==> config.mk <==
export PLATFORM = sky130hd
export DESIGN_NAME = holy_posted_uncached_flat
export DESIGN_NICKNAME = d
export VERILOG_FILES = /design/src/rtl/axi_lite_if.sv /design/src/rtl/holy_posted_uncached.sv /design/src/flat_wrapper.sv
export SDC_FILE = /design/constraint.sdc
export NUM_CORES = 1
export LEC_CHECK = 0
export CAP_MARGIN = 20
export CELL_PAD_IN_SITES_DETAIL_PLACEMENT = 1
export CELL_PAD_IN_SITES_GLOBAL_PLACEMENT = 1
export CORE_MARGIN = 1
export CORE_UTILIZATION = 40
export DETAILED_ROUTE_END_ITERATION = 8
export PLACE_DENSITY = 0.84
export SKIP_LAST_GASP = 1
export SLEW_MARGIN = 15
export SYNTH_ARGS = -nofsm -noshare
export SYNTH_HDL_FRONTEND = slang
export SYNTH_SLANG_ARGS = --single-unit
==> constraint.sdc <==
create_clock -name clk -period 7.2 [get_ports clk]
set_input_delay 1.8 -clock clk [delete_from_list [all_inputs] [get_ports clk]]
set_output_delay 1.8 -clock clk [all_outputs]
set_load 0.05 [all_outputs]
==> src/rtl/axi_lite_if.sv <==
// axi_lite_if: AXI-Lite channel bundle between the uncached data port and the bus
interface axi_lite_if;
    logic [31:0] awaddr;
    logic        awvalid;
    logic        awready;
    logic [31:0] wdata;
    logic [3:0]  wstrb;
    logic        wvalid;
    logic        wready;
    logic [1:0]  bresp;
    logic        bvalid;
    logic        bready;
    logic [31:0] araddr;
    logic        arvalid;
    logic        arready;
    logic [31:0] rdata;
    logic [1:0]  rresp;
    logic        rvalid;
    logic        rready;
    modport master (
        output awaddr, awvalid, wdata, wstrb, wvalid, bready, araddr, arvalid, rready,
        input  awready, wready, bresp, bvalid, arready, rdata, rresp, rvalid
    );
    modport slave (
        input  awaddr, awvalid, wdata, wstrb, wvalid, bready, araddr, arvalid, rready,
        output awready, wready, bresp, bvalid, arready, rdata, rresp, rvalid
    );
endinterface

==> src/rtl/holy_posted_uncached.sv <==
// holy_posted_uncached: uncached data port with posted-write buffer and strictly ordered loads over AXI-Lite
module holy_posted_uncached #(
    parameter int WB_DEPTH      = 4,
    parameter bit PARALLEL_AW_W = 1'b1
) (
    input  logic                      clk,
    input  logic                      rst_n,
    input  logic [31:0]               address,
    input  logic [31:0]               write_data,
    input  logic [3:0]                byte_enable,
    input  logic                      req_valid,
    output logic                      req_ready,
    input  logic                      req_write,
    output logic [31:0]               read_data,
    output logic                      read_valid,
    input  logic                      read_ack,
    axi_lite_if.master                axi_lite,
    output logic [$clog2(WB_DEPTH):0] wb_count,
    output logic                      bus_error,
    output logic [31:0]               error_addr,
    input  logic                      error_clear
);
    localparam int AW = $clog2(WB_DEPTH);
    typedef enum logic [2:0] {IDLE, WR_ADDR, WR_DATA, WR_RESP, RD_ADDR, RD_DATA, READ_OK} state_t;
    state_t state, state_d;
    logic [31:0] wb_addr [WB_DEPTH];
    logic [31:0] wb_data [WB_DEPTH];
    logic [3:0]  wb_strb [WB_DEPTH];
    logic [AW-1:0] head, tail;
    logic [31:0] rd_addr;
    logic rd_pend, aw_done, w_done;
    logic push, rd_take, pop, aw_hs, w_hs, r_hs, err_set;
    assign read_valid = state == READ_OK;
    assign req_ready = !rd_pend && !read_valid && (wb_count < (AW+1)'(WB_DEPTH));
    assign push = req_valid && req_ready && req_write;
    assign rd_take = req_valid && req_ready && !req_write;
    assign aw_hs = axi_lite.awvalid && axi_lite.awready;
    assign w_hs = axi_lite.wvalid && axi_lite.wready;
    assign r_hs = state == RD_DATA && axi_lite.rvalid;
    assign pop = state == WR_RESP && axi_lite.bvalid;
    assign err_set = (pop && axi_lite.bresp != 2'b00) || (r_hs && axi_lite.rresp != 2'b00);
    assign axi_lite.awaddr = {wb_addr[head][31:2], 2'b00};
    assign axi_lite.wdata = wb_data[head];
    assign axi_lite.wstrb = wb_strb[head];
    assign axi_lite.araddr = rd_addr;
    // A push in IDLE starts the write next cycle; the entry is already registered by then.
    always_comb begin
        state_d = state;
        axi_lite.awvalid = 1'b0;
        axi_lite.wvalid = 1'b0;
        axi_lite.bready = 1'b0;
        axi_lite.arvalid = 1'b0;
        axi_lite.rready = 1'b0;
        case (state)
            IDLE: state_d = (|wb_count || push) ? WR_ADDR : (rd_pend || rd_take) ? RD_ADDR : IDLE;
            WR_ADDR: begin
                axi_lite.awvalid = !aw_done;
                axi_lite.wvalid = PARALLEL_AW_W && !w_done;
                state_d = !PARALLEL_AW_W ? (axi_lite.awready ? WR_DATA : WR_ADDR) :
                          ((aw_done || axi_lite.awready) && (w_done || axi_lite.wready)) ? WR_RESP : WR_ADDR;
            end
            WR_DATA: begin
                axi_lite.wvalid = 1'b1;
                state_d = axi_lite.wready ? WR_RESP : WR_DATA;
            end
            WR_RESP: begin
                axi_lite.bready = 1'b1;
                state_d = axi_lite.bvalid ? IDLE : WR_RESP;
            end
            RD_ADDR: begin
                axi_lite.arvalid = 1'b1;
                state_d = axi_lite.arready ? RD_DATA : RD_ADDR;
            end
            RD_DATA: begin
                axi_lite.rready = 1'b1;
                state_d = axi_lite.rvalid ? READ_OK : RD_DATA;
            end
            READ_OK: state_d = read_ack ? IDLE : READ_OK;
            default: state_d = IDLE;
        endcase
    end
    always_ff @(posedge clk) begin
        if (!rst_n) begin
            state <= IDLE;
            head <= '0;
            tail <= '0;
            wb_count <= '0;
            rd_pend <= 1'b0;
            rd_addr <= '0;
            read_data <= '0;
            aw_done <= 1'b0;
            w_done <= 1'b0;
            bus_error <= 1'b0;
            error_addr <= '0;
        end else begin
            state <= state_d;
            aw_done <= state == WR_ADDR && state_d == WR_ADDR && (aw_done || aw_hs);
            w_done <= state == WR_ADDR && state_d == WR_ADDR && (w_done || w_hs);
            if (push) tail <= tail + 1'b1;
            if (pop) head <= head + 1'b1;
            wb_count <= wb_count + {{AW{1'b0}}, push} - {{AW{1'b0}}, pop};
            if (rd_take) begin
                rd_pend <= 1'b1;
                rd_addr <= address;
            end else if (r_hs) begin
                rd_pend <= 1'b0;
            end
            if (r_hs) read_data <= axi_lite.rdata;
            // A clear in the same cycle as a new error wins and the error is dropped.
            if (error_clear) begin
                bus_error <= 1'b0;
                error_addr <= '0;
            end else if (err_set && !bus_error) begin
                bus_error <= 1'b1;
                error_addr <= r_hs ? rd_addr : wb_addr[head];
            end
        end
    end
    always_ff @(posedge clk) begin
        if (push) begin
            wb_addr[tail] <= address;
            wb_data[tail] <= write_data;
            wb_strb[tail] <= byte_enable;
        end
    end
endmodule
==> src/flat_wrapper.sv <==
// flat-port wrapper written by rule: the top's interface ports become plain ports
module holy_posted_uncached_flat 
#(
    parameter int WB_DEPTH      = 4,
    parameter bit PARALLEL_AW_W = 1'b1
)
  (clk, rst_n, address, write_data, byte_enable, req_valid, req_ready, req_write, read_data, read_valid, read_ack, wb_count, bus_error, error_addr, error_clear, axi_lite_awaddr, axi_lite_awvalid, axi_lite_wdata, axi_lite_wstrb, axi_lite_wvalid, axi_lite_bready, axi_lite_araddr, axi_lite_arvalid, axi_lite_rready, axi_lite_awready, axi_lite_wready, axi_lite_bresp, axi_lite_bvalid, axi_lite_arready, axi_lite_rdata, axi_lite_rresp, axi_lite_rvalid);
  axi_lite_if axi_lite_i ();
  input  logic clk;
  input  logic rst_n;
  input  logic [31:0] address;
  input  logic [31:0] write_data;
  input  logic [3:0] byte_enable;
  input  logic req_valid;
  output logic req_ready;
  input  logic req_write;
  output logic [31:0] read_data;
  output logic read_valid;
  input  logic read_ack;
  output logic [$clog2(WB_DEPTH):0] wb_count;
  output logic bus_error;
  output logic [31:0] error_addr;
  input  logic error_clear;
  output wire logic [$bits(axi_lite_i.awaddr)-1:0] axi_lite_awaddr;
  output wire logic [$bits(axi_lite_i.awvalid)-1:0] axi_lite_awvalid;
  output wire logic [$bits(axi_lite_i.wdata)-1:0] axi_lite_wdata;
  output wire logic [$bits(axi_lite_i.wstrb)-1:0] axi_lite_wstrb;
  output wire logic [$bits(axi_lite_i.wvalid)-1:0] axi_lite_wvalid;
  output wire logic [$bits(axi_lite_i.bready)-1:0] axi_lite_bready;
  output wire logic [$bits(axi_lite_i.araddr)-1:0] axi_lite_araddr;
  output wire logic [$bits(axi_lite_i.arvalid)-1:0] axi_lite_arvalid;
  output wire logic [$bits(axi_lite_i.rready)-1:0] axi_lite_rready;
  input wire logic [$bits(axi_lite_i.awready)-1:0] axi_lite_awready;
  input wire logic [$bits(axi_lite_i.wready)-1:0] axi_lite_wready;
  input wire logic [$bits(axi_lite_i.bresp)-1:0] axi_lite_bresp;
  input wire logic [$bits(axi_lite_i.bvalid)-1:0] axi_lite_bvalid;
  input wire logic [$bits(axi_lite_i.arready)-1:0] axi_lite_arready;
  input wire logic [$bits(axi_lite_i.rdata)-1:0] axi_lite_rdata;
  input wire logic [$bits(axi_lite_i.rresp)-1:0] axi_lite_rresp;
  input wire logic [$bits(axi_lite_i.rvalid)-1:0] axi_lite_rvalid;
  assign axi_lite_awaddr = axi_lite_i.awaddr;
  assign axi_lite_awvalid = axi_lite_i.awvalid;
  assign axi_lite_wdata = axi_lite_i.wdata;
  assign axi_lite_wstrb = axi_lite_i.wstrb;
  assign axi_lite_wvalid = axi_lite_i.wvalid;
  assign axi_lite_bready = axi_lite_i.bready;
  assign axi_lite_araddr = axi_lite_i.araddr;
  assign axi_lite_arvalid = axi_lite_i.arvalid;
  assign axi_lite_rready = axi_lite_i.rready;
  assign axi_lite_i.awready = axi_lite_awready;
  assign axi_lite_i.wready = axi_lite_wready;
  assign axi_lite_i.bresp = axi_lite_bresp;
  assign axi_lite_i.bvalid = axi_lite_bvalid;
  assign axi_lite_i.arready = axi_lite_arready;
  assign axi_lite_i.rdata = axi_lite_rdata;
  assign axi_lite_i.rresp = axi_lite_rresp;
  assign axi_lite_i.rvalid = axi_lite_rvalid;
  holy_posted_uncached #(.WB_DEPTH(WB_DEPTH), .PARALLEL_AW_W(PARALLEL_AW_W)) u_core (.clk(clk), .rst_n(rst_n), .address(address), .write_data(write_data), .byte_enable(byte_enable), .req_valid(req_valid), .req_ready(req_ready), .req_write(req_write), .read_data(read_data), .read_valid(read_valid), .read_ack(read_ack), .axi_lite(axi_lite_i), .wb_count(wb_count), .bus_error(bus_error), .error_addr(error_addr), .error_clear(error_clear));
endmodule
### After elaboration in Yosys (flattened, before gate mapping)

Memories as Yosys holds them, arrays and structs flattened. A register that Yosys moved wholly into a read port is not among the register bits.
Index checks and enable logic that the tools add are counted.
W data, S select, Z words.

* $add $sub $neg: 4
* magnitude comparators: 1
* equality and inequality tests: 7
* mux-type cells: 25
* bitwise gates (word level): 1
* reductions and logical operators: 35

Operator list (number)
* $mux W32: 1
* $pmux W3 S7: 1
* $mux W2: 9
* $logic_and A1 B1 Y1: 16
* $mux W1: 10
* $eq A3 B3 Y1 const B: 3
* $mux W3: 3
* $logic_or A1 B1 Y1: 7
* $eq A3 B1 Y1 const B: 2
* $eq A3 B2 Y1 const B: 2
* $logic_not A1 Y1: 6
* $reduce_bool A2 Y1: 3
* $add A2 B1 Y2 const B: 2
* $add A3 B1 Y3: 1
* $logic_not A3 Y1: 1
* $lt A3 B3 Y1 const B: 1
* $reduce_or A3 Y1: 1
* $sub A3 B1 Y3: 1
* $pmux W1 S2: 1
* $reduce_or A2 Y1: 1
* $not A1 Y1: 1

* register bits: 110
* bits in writable memories: 272
* output and inout bits: 175
* logic and storage cells: 87
* memories: 3

Memory list
* u_core.wb_addr: words 4, width 32, read ports 1, clocked after memory_dff 1, write ports 1, line holy_posted_uncached.sv:26 `logic [31:0] wb_addr [WB_DEPTH];`
* u_core.wb_data: words 4, width 32, read ports 1, clocked after memory_dff 1, write ports 1, line holy_posted_uncached.sv:27 `logic [31:0] wb_data [WB_DEPTH];`
* u_core.wb_strb: words 4, width 4, read ports 1, clocked after memory_dff 1, write ports 1, line holy_posted_uncached.sv:28 `logic [3:0] wb_strb [WB_DEPTH];`

### Depth between registers and ports, before layout

Gate-level depths: netlist (run 1).

* word-level depth: 13
* gate-level depth with buffers: 11
* depth with buffers taken out: 10

### Least setup slack after synthesis (run 1)

OpenSTA, ideal clock, no wires.

* path kind: input port to flip-flop
* from: in req_valid
* to: mem u_core.wb_addr[0][0], enable pin
* setup time: 433 ps
* data arrival time: 4135 ps
* data required time: 6767 ps
* slack: 2632 ps
* cell stages on the path: 4
* path buffers: 1
* cells stage by stage: or3b_1 -> buf_2 -> nor3_2 -> and2_1

* longest elaborated chain between the ends: 4

Ends and longest elaborated chain
* from (decl): line flat_wrapper.sv:14 `input logic req_valid;`
* $logic_and A1 B1 Y1 (2 in a row): line holy_posted_uncached.sv:35 `assign push = req_valid && req_ready && req_write;`
* net u_core.push: line holy_posted_uncached.sv:32 `logic push, rd_take, pop, aw_hs, w_hs, r_hs, err_set;`
* $mux W1: line holy_posted_uncached.sv:120 `if (push) begin`
* $mux W1 (implied by the code): line holy_posted_uncached.sv:121 `wb_addr[tail] <= address;`
* to (decl): line holy_posted_uncached.sv:26

The timed path passes the listed nets, and every way through them passes these cells.

==> results_dict.tcl, run 1 <==
set metrics [dict create \
    finalHoldViolCount 0 \
    grt_overflow 0 \
    cp-end-kind "output pin" \
    hold_path_class "flop to flop" \
    cts_setup_buffers 0 \
    cts_hold_buf 0 \
    synth_cell_types 49 \
    cp.arrival_ns 3.46 \
    fin_util_pct 52.8 \
    fin_ws_ns 1.94 \
    p_total_uw 5470 \
    synthCells 952 \
    clockRootBuffer "clkbuf_16" \
    clk-insertion-delay-late_ns 0.55 \
    post-synth-top-area-cell "edfxtp_1" \
    synth_top_cell_area_share_pct 54.7 \
    drc_errors 0 \
    wl_um 41200 \
    dr.max_layer_used "met5" \
    drtIter0Drc 527 \
    initial_utilization_pct 40.7 \
    required_ns 5.40 \
    finClkSkew_ns 0.0198 \
    setup_violations 0 \
    rows 70 \
    synth_ff_type "edfxtp_1" \
    yosysWarnings 0 \
    grt_use_total_pct 21.6 \
    dpl_worst_slack_ns 2.23 \
    cts_sinks 384 \
    crit_path_start_kind "flop" \
    fin_area_um2 19400 \
    grt_pass1_wl_um 62200 \
    antenna_found_initial 4 \
    clockBufferDepth 3 \
    vias 9552 \
    p_leak_uw 0.00610 \
    max_freq_mhz 190 \
    p_per_area_nw_per_um2 282 \
    cts_tree "built" \
    syn_area_um2 14900 \
    die_w_um 195 \
    port_buffers 287 \
    async_flop_share_pct 0 \
    die-area_um2 38100 \
    status "complete, no violations" \
    core_um2 36700 \
    syn_to_final_growth_pct 29.6 \
    period_needed_ns 5.26 \
    gp_congestion 0.739 \
    drv_slew 0 \
    worstHoldStart "u_core.read_data[25]$_SDFFE_PN0P_" \
    cts.reportedPaths.clkPinSlew_ns 0.06 \
    viasPerCell 5.59 \
    period_share_pct 73.1 \
    post_drt_wl_per_cell_um 24.1 \
    fin_setup_tns_ns 0 \
    grt_pass1_vias 9983 \
    ys_top_cells_by_area "edfxtp_1 (55%), dfxtp_1 (15%), mux4_2 (10%), nand2_1 (3.3%), a21oi_1 (2.4%)" \
    ios 290 \
    synth_edf_count 272 \
    ant_nets 0 \
    crit_type "flop to output pin" \
    rsz0062_at_grt "no" \
    dpl_cell_area_um2 18000 \
    crit_fanout 47 \
    drive_gt1_share_pct 14.1 \
    fp.dieH_um 195 \
    grt_max_degree 74 \
    ir_worst_vdd_v 0.000226 \
    slew_headroom_pct 27.0 \
    ys_ff_latch 384 \
    r2r-start "u_core.state[0]$_SDFF_PN0_" \
    maxCapViolCount 0 \
    final_nets 1327 \
    cts_buffers 41 \
    syn_avg_cell_area_um2 15.7 \
    first_pass_iters 4 \
    wl_met2_um 20200 \
    tightest_slew_ns 1.10 \
    wl_met3_um 2280 \
    place_hpwl_um 26000 \
    cts.htree.levels 2 \
    postCtsResizedCells 0 \
    ys_seq_area_share_pct 69.7 \
    m1WireLength_um 17200 \
]
## through the flow
step | hold WS [ns] | cells
detailed placement | 0.451 | 1630
CTS | 0.460 | 1706
floorplan | 0.438 | 953
global route | 0.484 | 1707
finish | 0.457 | 1708
global placement | 0.441 | 1630
## cells by family (layout without fill, tap and decap cells)
logic type	count (synthesis)	in the layout	share of synthesized area (%)
flip-flops	384	384	69.7
buffers and inverters	99	384	3.34
other	1	4	0.0251
AO/OA/AOI/OAI	189	189	9.66
XOR/XNOR	1	1	0.0586
adder cells (fa/ha/maj)	7	7	0.637
AND/OR/NAND/NOR	203	203	6.35
multiplexers	68	68	10.3
## cell type report
| type | instances | area (um^2) |
|---|---|---|
| Fill cell | 3488 | 17300 |
| Multi-Input combinational cell | 470 | 4060 |
| Timing Repair Buffer | 295 | 2930 |
| Clock buffer | 59 | 1170 |
| Antenna cell | 2 | 5.00 |
| Inverter | 13 | 48.8 |
| Tap cell | 468 | 586 |
| Clock inverter | 17 | 160 |
| Sequential cell | 384 | 10400 |
## cell usage after synthesis, drive strengths merged, types with 2 or more instances
cell    instances
o21ba           2
nand2         131
and2            7
nor3b           3
nor2            8
ha              6
clkbuf         27
dfxtp         112
a21oi          73
buf            59
nand4b          2
edfxtp        272
a31oi           2
nand4          35
or3             2
or3b            2
o21ai           6
inv            12
o31ai          34
a221oi         32
mux4           68
a311oi         33
nor2b           2
nor3            4
## layer usage
| layer | vias up | GRT usage [%] |
|---|---|---|
| met5 | - | 0 |
| met1 | 4891 | 28.3 |
| met4 | 4 | 8.31 |
| met3 | 83 | 4.53 |
| met2 | 306 | 35.1 |
| li1 | 4268 | - |
## where the power goes
part	internal (uW)	switching (uW)	leakage (uW)	total [uW]
combinational	300	571	0.00207	871
sequential	2460	70.4	0.00337	2530
clock	1210	863	0.000652	2070
## final timing paths
check	endpoint	slack, ns	cells after the start
min reg2reg	u_core.read_data[25]$_SDFFE_PN0P_	0.46	2
max	axi_lite_awaddr[4]	1.94	3
max reg2reg	u_core.wb_addr[2][29]$_DFFE_PP_	3.66	5
min	u_core.read_data[25]$_SDFFE_PN0P_	0.46	2
## critical path, stage by stage (launching register included)
cell             delay (ns)
dfxtp_4                0.99
buf_4                  0.54
mux4_2                 0.58
clkdlybuf4s50_1        0.75
## registers in the layout, indices dropped and copies added (netlist names), named ones only
register                cells
u_core.wb_data            128
u_core.wb_count             3
u_core.w_done               1
u_core.wb_strb             16
u_core.bus_error            1
u_core.aw_done              1
u_core.read_data           32
u_core.error_addr          32
u_core.head                 2
u_core.tail                 2
u_core.rd_pend              1
u_core.axi_lite.araddr     32
u_core.wb_addr            128
u_core.state                3
## placed cells by master, fill, tap and decap left out, drive strengths merged, types with 3 or more instances in the layout
cell             n
and2             7
nor2             8
ha               6
clkinv          13
inv             14
dfxtp          112
nand2          131
o21ai            6
clkdlybuf4s50  286
clkbuf          59
buf              9
a311oi          33
edfxtp         272
nand4           35
nor3             4
o31ai           34
mux4            68
a21oi           73
nor3b            3
a221oi          32
Note: power is estimated with default switching activity, not from simulation.
==> run 2: changes to the inputs <==
clock period = 5.49 ns   (was 7.2 ns; I/O delays follow)
==> results_dict.tcl, run 2 (synthesis gave the netlist of run 1 again) <==
set metrics [dict create \
    cts.htree.levels 2 \
    ir_worst_vdd_v 0.000243 \
    fillCellCount 3458 \
    worstHoldStart "u_core.read_data[9]$_SDFFE_PN0P_" \
    p_leak_uw 0.00624 \
    cts.reportedPaths.clkPinSlew_ns 0.06 \
    crit_path_start_kind "flop" \
    period_share_pct 84.5 \
    drc_errors 0 \
    reg2reg_slack_ns 2.14 \
    grt_use_total_pct 22.0 \
    cts_sinks 384 \
    final_nets 1340 \
    wl_um 42300 \
    clockRootBuffer "clkbuf_16" \
    post_drt_wl_per_cell_um 24.6 \
    cp_top_family "buffers and inverters" \
    hold_ws_ns 0.454 \
    r2r_cells 6 \
    gp_congestion 0.758 \
    viasPerCell 5.68 \
    rows 70 \
    required_ns 4.12 \
    reg.largest.list "u_core.wb_addr x128, u_core.wb_data x128" \
    layout_commonest_cell "clkdlybuf4s50_1" \
    dr.max_layer_used "met5" \
    finClkSkew_ns 0.0170 \
    tightest_slew_ns 1.11 \
    die_w_um 195 \
    rsz0062_at_grt "no" \
    drtIter0Drc 792 \
    min_to "u_core.read_data[9]$_SDFFE_PN0P_" \
    m1WireLength_um 17400 \
    cp-end-kind "output pin" \
    status "complete, no violations" \
    cts_setup_buffers 0 \
    finalHoldViolCount 0 \
    cts_tree "built" \
    syn_to_final_growth_pct 31.5 \
    drv_slew 0 \
    final_cell_mix "clkdlybuf4s50_1 (286), edfxtp_1 (272), nand2_1 (131)" \
    place_hpwl_um 27400 \
    cts_hold_buf 0 \
    max_freq_mhz 216 \
    clk-insertion-delay-late_ns 0.54 \
    path_depth 5 \
    postCtsResizedCells 0 \
    ios 290 \
    grt_overflow 0 \
    ant_nets 0 \
    r2r-start "u_core.state[0]$_SDFF_PN0_" \
    drive_gt1_share_pct 15.2 \
    die-area_um2 38100 \
    crit_fanout 38 \
    holdPathStages 2 \
    cp.arrival_ns 3.27 \
    p_per_area_nw_per_um2 381 \
    fin_setup_tns_ns 0 \
    maxCapViolCount 0 \
    critPathSlowestCell "clkdlybuf4s50_1" \
    crit_type "flop to output pin" \
    fp.dieH_um 195 \
    core_um2 36700 \
    port_buffers 287 \
    clockBufferDepth 3 \
    crit_buf_inv 3 \
    grt_max_degree 74 \
    worstPathCellList "nand3b_1, buf_4, inv_2, nor3_1, clkdlybuf4s50_1" \
    vias 9767 \
    period_needed_ns 4.64 \
    grt_pass1_vias 10024 \
    setup_violations 0 \
    cts_buffers 41 \
    r2r_end "u_core.wb_addr[0][28]$_DFFE_PP_" \
    antenna_found_initial 3 \
    initial_utilization_pct 40.7 \
    wl_met3_um 2570 \
    first_pass_iters 5 \
    grt_pass1_wl_um 63500 \
    wl_met2_um 21000 \
    slew_headroom_pct 25.7 \
    hold_path_class "flop to flop" \
    max_stage_delay_ns 0.84 \
]
[run 2: worst max path at each step]
stage / slack [ns] / startpoint / to
after floorplan: 1.35 / req_valid / u_core.wb_addr[0][0]$_DFFE_PP_
after CTS: 0.85 / u_core.state[0]$_SDFF_PN0_ / req_ready
after detailed placement: 1.06 / req_valid / u_core.wb_addr[0][28]$_DFFE_PP_
after global routing: 0.73 / u_core.state[0]$_SDFF_PN0_ / req_ready
final: 0.85 / u_core.state[0]$_SDFF_PN0_ / req_ready
after global placement: 1.21 / req_valid / u_core.wb_addr[3][29]$_DFFE_PP_
[run 2: per-layer routing]
| metal | GRT usage (%) | vias up |
|---|---|---|
| met5 | 0 | - |
| met4 | 7.84 | 4 |
| met3 | 4.11 | 84 |
| met2 | 36.5 | 386 |
| met1 | 28.9 | 5005 |
| li1 | - | 4288 |
[run 2: final cells by class]
type	count	area [um^2]	share of cell area, %
inverter	13	48.8	0.248
timing repair buffer	308	3080	15.6
antenna	1	2.50	0.0127
clock inverter	30	404	2.06
multi-input combinational	470	4060	20.6
clock buffer	45	1060	5.41
tap	468	586	2.98
sequential	384	10400	53.0
[run 2: worst reg2reg max path, delay by kind of cell, from the launching register on]
family,cells,cell delay [ns]
and+or+nand+nor,3,1.26
buffers and inverters,3,1.22
DFF,1,0.56
[run 2: metrics by stage]
step	area (um^2)	util [%]	std cells	worst slack (ns)	total power, uW
finish	19700	53.6	1719	0.852	7480
global placement	18200	49.5	1643	1.21	4500
detailed placement	18200	49.5	1643	1.06	4540
global route	19700	53.5	1718	0.734	7690
floorplan	14900	-	953	1.35	4080
CTS	19700	53.5	1718	0.854	7540
[run 2: where the power goes]
group | switching [uW] | internal, uW | total, uW
logic | 763 | 402 | 1170
registers | 86.1 | 3220 | 3310
clock network | 1140 | 1870 | 3010
total | 1990 | 5490 | 7480
==> run 3: changes to the inputs <==
CORE_UTILIZATION = 39   (was 40)
PLACE_DENSITY = 0.86   (was 0.84)
clock period = 4.05 ns   (was 5.49 ns; I/O delays follow)
==> results_dict.tcl, run 3 (synthesis gave the netlist of run 1 again) <==
set metrics [dict create \
    tightest_slew_ns 0.707 \
    dpl_worst_slack_ns 0.445 \
    reg.largest.list "u_core.wb_addr x128, u_core.wb_data x128" \
    drive_gt1_share_pct 15.7 \
    gp_congestion 0.769 \
    grt_pass1_wl_um 64600 \
    r2r_end "u_core.wb_count[2]$_SDFF_PN0_" \
    final_cell_mix "clkdlybuf4s50_1 (284), edfxtp_1 (272), nand2_1 (131)" \
    wl_um 43500 \
    finClkSkew_ns 0.0256 \
    reg2reg_slack_ns 1.39 \
    cp-end-kind "output pin" \
    holdPathStages 2 \
    max_freq_mhz 259 \
    initial_utilization_pct 39.7 \
    drtIter0Drc 737 \
    crit_fanout 17 \
    cts_tree "built" \
    fin_util_pct 52.2 \
    worstHoldStart "u_core.read_data[3]$_SDFFE_PN0P_" \
    ant_nets 0 \
    status "complete, no violations" \
    cts.htree.levels 2 \
    period_share_pct 95.3 \
    fp.dieH_um 198 \
    clk-insertion-delay-late_ns 0.58 \
    fillCellCount 3664 \
    p_int_uw 7010 \
    fin_setup_tns_ns 0 \
    p_per_area_nw_per_um2 494 \
    ir_worst_vdd_v 0.000402 \
    r2r-start "u_core.state[0]$_SDFF_PN0_" \
    crit_path_start_kind "flop" \
    ios 290 \
    min_to "u_core.read_data[3]$_SDFFE_PN0P_" \
    layout_commonest_cell "clkdlybuf4s50_1" \
    maxCapViolCount 0 \
    switching_power_uw 2720 \
    cp.arrival_ns 2.85 \
    seq_power_share_pct 46.1 \
    antenna_found_initial 2 \
    r2r_cells 9 \
    sw_frac_of_total_pct 27.9 \
    grt_overflow 0 \
    grt_use_total_pct 22.4 \
    cts_sinks 384 \
    post_drt_wl_per_cell_um 24.6 \
    fin_area_um2 19700 \
    finalHoldViolCount 0 \
    crit_type "flop to output pin" \
    rsz0062_at_grt "no" \
    fin_ws_ns 0.189 \
    syn_to_final_growth_pct 31.7 \
    clkPwrFrac_pct 37.4 \
    postCtsResizedCells 0 \
    hold_path_class "flop to flop" \
    grt_pass1_vias 10288 \
    die-area_um2 39100 \
    vias 9717 \
    setup_violations 0 \
    rows 71 \
    core_um2 37700 \
    clockBufferDepth 3 \
    period_needed_ns 3.86 \
    comb_power_share_pct 16.5 \
    viasPerCell 5.49 \
    grt_max_degree 57 \
    cts.reportedPaths.clkPinSlew_ns 0.06 \
    cts_setup_buffers 0 \
    drv_slew 0 \
    die_w_um 198 \
    slew_headroom_pct 52.9 \
    place_hpwl_um 27800 \
    port_buffers 287 \
    drc_errors 0 \
    cts_buffers 41 \
    cts_hold_buf 0 \
    required_ns 3.04 \
    dpl_cell_area_um2 18300 \
    clockRootBuffer "clkbuf_16" \
    first_pass_iters 5 \
    final_nets 1348 \
    p_leak_uw 0.00623 \
]
-- run 3: cell count changes in the layout (fill, tap and decap cells not counted), sizes merged --
cell	before	now
clkbuf	45	55
clkinv	17	15
diode	1	2
bufinv	10	2
clkdlybuf4s50	286	284
buf	22	32
clkinvlp	3	1
inv	13	15
-- run 3: worst max-delay path by stage --
| stage | slack, ns | from | to |
|---|---|---|---|
| floorplan | 0.27 | req_valid | u_core.wb_addr[2][0]$_DFFE_PP_ |
| detailed placement | 0.45 | req_valid | u_core.wb_data[2][16]$_DFFE_PP_ |
| CTS | 0.11 | flop | axi_lite_awaddr[18] |
| global route | 0.06 | flop | axi_lite_awaddr[12] |
| global placement | 0.51 | req_valid | u_core.wb_count[2]$_SDFF_PN0_ |
| finish | 0.19 | flop | axi_lite_awaddr[18] |
-- run 3: layer usage --
layer  track usage, %  routed length [um]  part of all wire, %  vias up
li1                 -                   -                    -     4315
met1             27.8               17200                   40     4993
met2             38.5               22300                   51      332
met3             4.99                2730                  6.3       75
met4             7.69                1260                  2.9        2
met5                0                   9                0.021        -
-- run 3: per-stage QoR --
stage	total power [uW]	instances	hold slack, ns
6_report	9730	1771	0.452
3_3_place_gp	6110	1693	0.441
5_1_grt	10000	1770	0.469
4_1_cts	9820	1768	0.454
3_5_place_dp	6170	1693	0.446
2_1_floorplan	5530	953	0.438
-- run 3: layout make-up --
cell class,instances,area (um^2),share of cell area [%]
Tap cell,511,639,3.25
Multi-Input combinational cell,470,4060,20.6
Timing Repair Buffer,316,3210,16.3
Sequential cell,384,10400,52.9
Clock inverter,20,176,0.897
Antenna cell,2,5.00,0.0254
Clock buffer,55,1120,5.69
Inverter,13,48.8,0.248
-- run 3: power by group through the flow --
stage | clock network [uW] | logic [uW] | registers [uW]
3_5_place_dp | 0 | 1600 | 4560
5_1_grt | 3850 | 1680 | 4500
6_report | 3640 | 1610 | 4480
4_1_cts | 3720 | 1610 | 4480
3_3_place_gp | 0 | 1570 | 4550
2_1_floorplan | 0 | 826 | 4700
-- run 3: critical path, cell delays in order (launching register included) --
cell,delay (ns)
dfxtp_4,0.62
buf_4,0.34
mux4_2,0.57
clkdlybuf4s50_1,0.75
